**src/rtl/mem_port_arbiter.sv**
```systemverilog
// Two-requester memory port arbiter: round-robin grant between fetch (F) and load/store (D),
// latches the winning request into MAR/MDR and sequences a fixed-latency memory access.
module mem_port_arbiter #(
    parameter int unsigned ADDR_W  = 8,
    parameter int unsigned DATA_W  = 16,
    parameter int unsigned MEM_LAT = 2
) (
    input  logic              clk,
    input  logic              rst,
    input  logic              f_req,
    input  logic [ADDR_W-1:0] f_addr,
    input  logic              d_req,
    input  logic              d_rw,
    input  logic [ADDR_W-1:0] d_addr,
    input  logic [DATA_W-1:0] d_wdata,
    output logic              f_gnt,
    output logic              d_gnt,
    output logic              f_ack,
    output logic              d_ack,
    output logic [DATA_W-1:0] rdata,
    output logic              busy,
    output logic              mem_en,
    output logic              mem_rw,
    output logic [ADDR_W-1:0] mem_addr,
    output logic [DATA_W-1:0] mem_wdata,
    input  logic [DATA_W-1:0] mem_rdata
);

    localparam int unsigned CNT_W = 4;

    localparam logic [1:0] S_IDLE   = 2'd0;
    localparam logic [1:0] S_LATCH  = 2'd1;
    localparam logic [1:0] S_ACCESS = 2'd2;
    localparam logic [1:0] S_DONE   = 2'd3;

    logic [1:0]        state, state_nx;
    logic [CNT_W-1:0]  cnt, cnt_nx;
    logic              last_srv, last_srv_nx;
    logic              pick_d;
    logic              f_gnt_nx, d_gnt_nx, f_ack_nx, d_ack_nx;
    logic              busy_nx, mem_en_nx, mem_rw_nx;
    logic [DATA_W-1:0] rdata_nx, mem_wdata_nx;
    logic [ADDR_W-1:0] mem_addr_nx;

    // State register plus registered copies of every output
    always_ff @(posedge clk or posedge rst) begin
        if (rst) begin
            state     <= S_IDLE;
            cnt       <= '0;
            last_srv  <= 1'b1;
            f_gnt     <= 1'b0;
            d_gnt     <= 1'b0;
            f_ack     <= 1'b0;
            d_ack     <= 1'b0;
            rdata     <= '0;
            busy      <= 1'b0;
            mem_en    <= 1'b0;
            mem_rw    <= 1'b0;
            mem_addr  <= '0;
            mem_wdata <= '0;
        end else begin
            state     <= state_nx;
            cnt       <= cnt_nx;
            last_srv  <= last_srv_nx;
            f_gnt     <= f_gnt_nx;
            d_gnt     <= d_gnt_nx;
            f_ack     <= f_ack_nx;
            d_ack     <= d_ack_nx;
            rdata     <= rdata_nx;
            busy      <= busy_nx;
            mem_en    <= mem_en_nx;
            mem_rw    <= mem_rw_nx;
            mem_addr  <= mem_addr_nx;
            mem_wdata <= mem_wdata_nx;
        end
    end

    // Next-state and next-output decode
    always_comb begin
        state_nx     = state;
        cnt_nx       = cnt;
        last_srv_nx  = last_srv;
        pick_d       = 1'b0;
        f_gnt_nx     = f_gnt;
        d_gnt_nx     = d_gnt;
        rdata_nx     = rdata;
        mem_rw_nx    = mem_rw;
        mem_addr_nx  = mem_addr;
        mem_wdata_nx = mem_wdata;

        case (state)
            S_IDLE: begin
                if (f_req || d_req) begin
                    // D wins only when alone or when F was served last
                    pick_d      = d_req && (!f_req || !last_srv);
                    state_nx    = S_LATCH;
                    last_srv_nx = pick_d;
                    f_gnt_nx    = !pick_d;
                    d_gnt_nx    = pick_d;
                    if (pick_d) begin
                        mem_addr_nx  = d_addr;
                        mem_rw_nx    = d_rw;
                        mem_wdata_nx = d_wdata;
                    end else begin
                        mem_addr_nx  = f_addr;
                        mem_rw_nx    = 1'b0;
                    end
                end
            end
            S_LATCH: begin
                state_nx = S_ACCESS;
                cnt_nx   = CNT_W'(MEM_LAT - 1);
            end
            S_ACCESS: begin
                if (cnt != '0) begin
                    cnt_nx = cnt - CNT_W'(1);
                end else begin
                    state_nx = S_DONE;
                    if (!mem_rw) begin
                        rdata_nx = mem_rdata;
                    end
                end
            end
            S_DONE: begin
                state_nx = S_IDLE;
                f_gnt_nx = 1'b0;
                d_gnt_nx = 1'b0;
            end
            default: begin
                state_nx = S_IDLE;
                f_gnt_nx = 1'b0;
                d_gnt_nx = 1'b0;
            end
        endcase

        busy_nx   = (state_nx != S_IDLE);
        mem_en_nx = (state_nx == S_ACCESS);
        f_ack_nx  = (state_nx == S_DONE) && f_gnt_nx;
        d_ack_nx  = (state_nx == S_DONE) && d_gnt_nx;
    end

endmodule

```
**config.mk**
```make
export PLATFORM = sky130hd
export DESIGN_NAME = mem_port_arbiter
export DESIGN_NICKNAME = d
export VERILOG_FILES = /design/src/rtl/mem_port_arbiter.sv
export SDC_FILE = /design/constraint.sdc
export NUM_CORES = 1
export LEC_CHECK = 0
export ABC_CLOCK_PERIOD_IN_PS = 1900
export CORE_ASPECT_RATIO = 0.75
export CORE_MARGIN = 3
export CORE_UTILIZATION = 44
export CTS_CLUSTER_SIZE = 25
export DETAILED_ROUTE_END_ITERATION = 7
export DONT_BUFFER_PORTS = 1
export PLACE_DENSITY_LB_ADDON = 0.3
export SLEW_MARGIN = 10
export SYNTH_ARGS = -nofsm -noshare
export SYNTH_HDL_FRONTEND = slang
export SYNTH_SLANG_ARGS = --single-unit
export TNS_END_PERCENT = 10
```
**constraint.sdc**
```tcl
create_clock -name clk -period 1.9 [get_ports clk]
set_input_delay 0.57 -clock clk [delete_from_list [all_inputs] [get_ports clk]]
set_output_delay 0.57 -clock clk [all_outputs]
set_load 0.02 [all_outputs]
```
==> impl_metrics.env, run 1 <==
export IMPL_finalHoldWorstSlack_ns=0.1356
export IMPL_dieArea_um2=6152
export IMPL_drt_wl_total_um=4440
export IMPL_rsz0062_at_grt="no"
export IMPL_layout_common_cells="dfrtp_1, mux2_2, a21oi_1"
export IMPL_final_core_util=0.4910
export IMPL_finalSetupViolations=0
export IMPL_slew_violations=0
export IMPL_avgSynthCellArea_um2=13.17
export IMPL_post_place_ws_ns=-0.05237
export IMPL_seq_area_frac_synth=0.5869
export IMPL_drive_gt1_frac=0.2697
export IMPL_period_needed_ns=1.779
export IMPL_p_switching_w=0.002072
export IMPL_clkTransAtPathRegs_ns=0.09
export IMPL_grt_first_pass_wirelength_um=6341
export IMPL_die_y_um=68.68
export IMPL_cp_data_arrival_time_ns=1.96
export IMPL_vias=1348
export IMPL_swShare=0.4302
export IMPL_r2r_slack_ns=0.12
export IMPL_gp_congestion=0.7284
export IMPL_vdd_drop_max_uv=793.2
export IMPL_h_tree_depth=2
export IMPL_cap_violations=0
export IMPL_die_x_um=89.57
export IMPL_synth_top_family_by_area="multiplexers"
export IMPL_worst_pin_slew_ns=0.5040
export IMPL_diodes=0
export IMPL_syn_num_nets=233
export IMPL_synthSimpleGateAreaFrac=0.08903
export IMPL_cp_required_ns=2.08
export IMPL_synthAdderAreaFrac=0.02714
export IMPL_overflow=0
export IMPL_nets=235
export IMPL_fin_worst_skew_ns=0.007467
export IMPL_worstSetupStartpointType="register"
export IMPL_grt_pass1_vias=1353
export IMPL_yosysTopAreaCellShare=0.5755
export IMPL_max_freq_mhz=562.0
export IMPL_first_pass_iters=4
export IMPL_synthesis_area_um2=2305
export IMPL_power_density_nw_per_um2=1968
export IMPL_worst_setup_path_type="register to register"
export IMPL_pwr_share_clk=0.123
export IMPL_vias_per_cell=5.392
export IMPL_cts_root_buf="clkbuf_8"
export IMPL_yosysWarnings=0
export IMPL_grt_antenna_before_repair=0
export IMPL_grt_max_degree=38
export IMPL_dpl_cell_area_um2=2364
export IMPL_clockBufferDepth=2
export IMPL_final_area_um2=2446
export IMPL_synth_mux_area_frac=0.1710
export IMPL_synth_seq_cells=54
export IMPL_syn2layout_area_growth_pct=6.135
export IMPL_fin_setup_tns_ns=0
export IMPL_synth_ff_type="dfrtp_1"
export IMPL_synthCells=175
export IMPL_synthTopCellsByArea="dfrtp_1, mux2_2, mux2_4"
export IMPL_synthArstFlopShare=1.000
export IMPL_synth_edff_count=0
export IMPL_crit_path_end_kind="register"
export IMPL_clkSinkCount=54
export IMPL_synth_compound_area_frac=0.08903
export IMPL_yosysTopAreaCell="dfrtp_1"
export IMPL_timing_slew_headroom=0.6620
export IMPL_outcome="complete, no violations"
export IMPL_period_share=0.9365
export IMPL_hold_class="input pin to async pin"
export IMPL_hold_viol_final=0
export IMPL_leakage_nw=1.096
export IMPL_synthXorXnorAreaFrac=0
export IMPL_ios=100
export IMPL_yosysUniqueCellTypes=32
export IMPL_drc=0
export IMPL_dp_hpwl_um=3375
export IMPL_final_common_cell="dfrtp_1"
export IMPL_combPwrFrac=0.302
export IMPL_rows=22
export IMPL_wire_per_inst_um=17.76
export IMPL_drt_initial_drc_count=53
export IMPL_cts_buffers=5
export IMPL_worst_path_max_fanout=17
export IMPL_initial_core_util=0.4626
export IMPL_clock_latency_ns=0.30
export IMPL_cts_tree="built"
export IMPL_setup_ws_ns=0.1207
export IMPL_core_area_um2=4982
export IMPL_io_buffers=0
export IMPL_p_seq_frac=0.575
export IMPL_postRouteAntennaNets=0
export IMPL_gr_usage_all_layers=0.1383
export IMPL_p_int_w=0.002743
[metrics by stage]
step | std cells | power (W)
after floorplan | 175 | 0.003920
after global placement | 242 | 0.004132
after detailed placement | 242 | 0.004259
after CTS | 250 | 0.004863
after global routing | 250 | 0.005132
final | 250 | 0.004815
[flip-flops by register name, indices dropped and copies added (netlist names)]
name	count
last_srv	1
mem_wdata	16
f_ack	1
mem_addr	8
d_gnt	1
d_ack	1
cnt	4
mem_en	1
mem_rw	1
state	2
busy	1
rdata	16
f_gnt	1
[routing by layer]
layer | GRT usage | part of all wire | vias up
li1 | - | - | 606
met1 | 0.1754 | 0.43 | 659
met2 | 0.2190 | 0.47 | 78
met3 | 0.05226 | 0.098 | 5
met4 | 0.04461 | 0.0077 | 0
met5 | 0 | 0 | -
[final cells by class]
class	count	area, um^2
repair buffers	2	27.53
well taps	72	90.09
inverters	7	26.28
clock buffers	8	80.08
flip-flops and latches	54	1353
multi-input cells	107	869.6
fillers	427	2536
[critical path: stages, from the launching register on]
cell and delay, ns:
dfrtp_1 0.41, inv_1 0.09, ha_1 0.37, nand2_2 0.37, mux2_4 0.41
[cells by family (layout without fill, tap and decap cells)]
| group | Yosys count | count (layout) |
|---|---|---|
| DFF | 54 | 54 |
| and+or+nand+nor | 37 | 37 |
| AOI/OAI and AO/OA | 33 | 33 |
| muxes | 32 | 32 |
| buffers and inverters | 14 | 17 |
| adders and majority gates | 5 | 5 |
[worst paths after layout]
kind                            from      endpoint  cells past startpoint
hold reg to reg             last_srv      last_srv                      2
hold / removal                   rst      rdata[3]                      1
min in group clk           f_addr[4]   mem_addr[4]                      2
setup reg to reg            state[0]  mem_wdata[5]                      4
max in group asynchronous        rst      last_srv                      2
setup / recovery            state[0]  mem_wdata[5]                      4
[cell usage after synthesis, types with 2 or more instances]
master and n:
inv_1 7, dfrtp_1 53, and3_1 2, a21oi_1 18, ha_1 5, nand2b_1 2, o21ai_0 6, buf_2 4
mux2_4 9, a32o_1 2, nor2_1 12, mux2_2 23, nand2_1 13
[power by group through the flow]
| stage | Combinational, W | Clock (W) | Sequential, W |
|---|---|---|---|
| 3_5_place_dp | 0.00146 | 0 | 0.00279 |
| 2_1_floorplan | 0.00127 | 0 | 0.00265 |
| 6_report | 0.00145 | 0.000592 | 0.00277 |
| 4_1_cts | 0.00146 | 0.000618 | 0.00278 |
| 5_1_grt | 0.00161 | 0.000668 | 0.00285 |
| 3_3_place_gp | 0.00136 | 0 | 0.00278 |
[repair_timing]
action	CTS	global route
buffers inserted	0	0
setup endpoints to repair	0	16
hold endpoints to repair	0	0
gates resized for setup	0	1
hold buffers	0	0
(Power assumes the default switching activity.)
==> run 2, diff against run 1 <==
CORE_UTILIZATION = 40   (was 44)
==> impl_metrics.env, run 2 (synthesized netlist as in run 1, its figures left out) <==
export IMPL_outcome="complete, no violations"
export IMPL_gr_usage_all_layers=0.1315
export IMPL_vias=1332
export IMPL_clkTransAtPathRegs_ns=0.09
export IMPL_postCtsHoldBufs=0
export IMPL_ff2ff_path_depth=5
export IMPL_nets=236
export IMPL_dp_hpwl_um=3482
export IMPL_timing_slew_headroom=0.5899
export IMPL_clockBufferDepth=2
export IMPL_grt_first_pass_wirelength_um=6913
export IMPL_cp_slowest_cell="dfrtp_1"
export IMPL_path_cells="inv_1 -> ha_2 -> nand4bb_4 -> nor2_8 -> mux2_2"
export IMPL_power_density_nw_per_um2=1966
export IMPL_dieArea_um2=6718
export IMPL_worst_setup_path_type="register to register"
export IMPL_layout_common_cells="dfrtp_1, mux2_2, a21oi_1"
export IMPL_period_share=0.9258
export IMPL_worst_pin_slew_ns=0.6116
export IMPL_p_seq_frac=0.570
export IMPL_r2r_end="rdata[4]"
export IMPL_rows=23
export IMPL_cap_violations=0
export IMPL_max_freq_mhz=568.5
export IMPL_cp_num_buf_inv=1
export IMPL_leakage_nw=1.114
export IMPL_dpl_cell_count=246
export IMPL_ios=100
export IMPL_rr_startpoint="state[0]"
export IMPL_cts_resized=0
export IMPL_overflow=0
export IMPL_final_core_util=0.4515
export IMPL_worst_path_max_fanout=16
export IMPL_cts_tree="built"
export IMPL_cp_depth=5
export IMPL_drt_initial_drc_count=62
export IMPL_syn2layout_area_growth_pct=7.112
export IMPL_critPathTopFamily="simple AND/OR/NAND/NOR gates"
export IMPL_gp_congestion=0.7690
export IMPL_drt_wl_total_um=4545
export IMPL_die_x_um=93.65
export IMPL_vias_per_cell=5.244
export IMPL_first_pass_iters=4
export IMPL_period_needed_ns=1.759
export IMPL_initial_core_util=0.4215
export IMPL_h_tree_depth=2
export IMPL_grtUsageMet3=0.04932
export IMPL_largestRegisters="mem_wdata (16), rdata (16), mem_addr (8)"
export IMPL_slew_violations=0
export IMPL_hold_viol_final=0
export IMPL_fin_worst_skew_ns=0.005824
export IMPL_stdcell_count=254
export IMPL_grt_pass1_vias=1424
export IMPL_grtUsageMet2=0.2203
export IMPL_diodes=0
export IMPL_io_buffers=0
export IMPL_core_area_um2=5468
export IMPL_hold_class="input pin to async pin"
export IMPL_busiest_layer="met2"
export IMPL_worstSetupStartpointType="register"
export IMPL_crit_path_end_kind="register"
export IMPL_vdd_drop_max_uv=910.2
export IMPL_die_y_um=71.74
export IMPL_clock_latency_ns=0.30
export IMPL_cp_required_ns=2.09
export IMPL_grt_antenna_before_repair=0
export IMPL_finalHoldWorstSlack_ns=0.1333
export IMPL_drc=0
export IMPL_p_switching_w=0.002101
export IMPL_wire_per_inst_um=17.89
export IMPL_swShare=0.4328
export IMPL_cts_buffers=5
export IMPL_finalSetupViolations=0
export IMPL_post_cts_buffers=0
export IMPL_rsz0062_at_grt="no"
export IMPL_cp_data_arrival_time_ns=1.95
export IMPL_clkSinkCount=54
export IMPL_drive_gt1_frac=0.2849
export IMPL_p_int_w=0.002753
export IMPL_grt_use_met1=0.1618
export IMPL_crit_path_end="rdata[4]"
export IMPL_final_common_cell="dfrtp_1"
export IMPL_grt_max_degree=37
export IMPL_cp_startpoint="state[0]"
export IMPL_fin_setup_tns_ns=0
export IMPL_r2r_slack_ns=0.14
export IMPL_cpPeakStageDelay_ns=0.40
export IMPL_postRouteAntennaNets=0
export IMPL_pwr_share_clk=0.126
export IMPL_combPwrFrac=0.304
export IMPL_cts_root_buf="clkbuf_8"
-- run 2: final cells by class --
class / count / area [um^2]
sequential: 54 / 1353
clock inverter: 2 / 13.76
fill: 499 / 2999
inverter: 7 / 26.28
clock buffer: 6 / 72.57
timing repair buffer: 3 / 35.03
tap: 75 / 93.84
multi-input combinational: 107 / 874.6
-- run 2: power by group through the flow --
| stage | Combinational (W) | Sequential [W] | Clock [W] |
|---|---|---|---|
| floorplan | 0.00127 | 0.00265 | 0 |
| global placement | 0.00137 | 0.00278 | 0 |
| detailed placement | 0.00148 | 0.00280 | 0 |
| CTS | 0.00148 | 0.00278 | 0.000641 |
| global route | 0.00165 | 0.00283 | 0.000688 |
| finish | 0.00147 | 0.00277 | 0.000612 |
-- run 2: worst min-delay path by stage --
stage / endpoint / cells after the start / slack [ns] / from
CTS: mem_wdata[6] / 1 / 0.13 / rst
global route: mem_wdata[4] / 1 / 0.16 / rst
global placement: mem_wdata[0] / 1 / 0.45 / rst
finish: mem_wdata[4] / 1 / 0.13 / rst
floorplan: last_srv / 2 / 0.45 / last_srv
detailed placement: mem_wdata[0] / 1 / 0.47 / rst
-- run 2: through the flow --
step / total power, W / area, um^2 / setup WS [ns]
final: 0.004854 / 2469 / 0.1410
after global routing: 0.005174 / 2469 / 0.05675
after CTS: 0.004901 / 2461 / 0.04739
after detailed placement: 0.004278 / 2375 / -0.1138
after global placement: 0.004149 / 2375 / 0.03726
after floorplan: 0.003920 / 2305 / 0.01708
-- run 2: per-layer routing --
metal,share of wire,vias to the layer above
li1,-,607
met2,0.47,75
met3,0.10,4
met1,0.42,646
met4,0.0055,0
met5,0,-
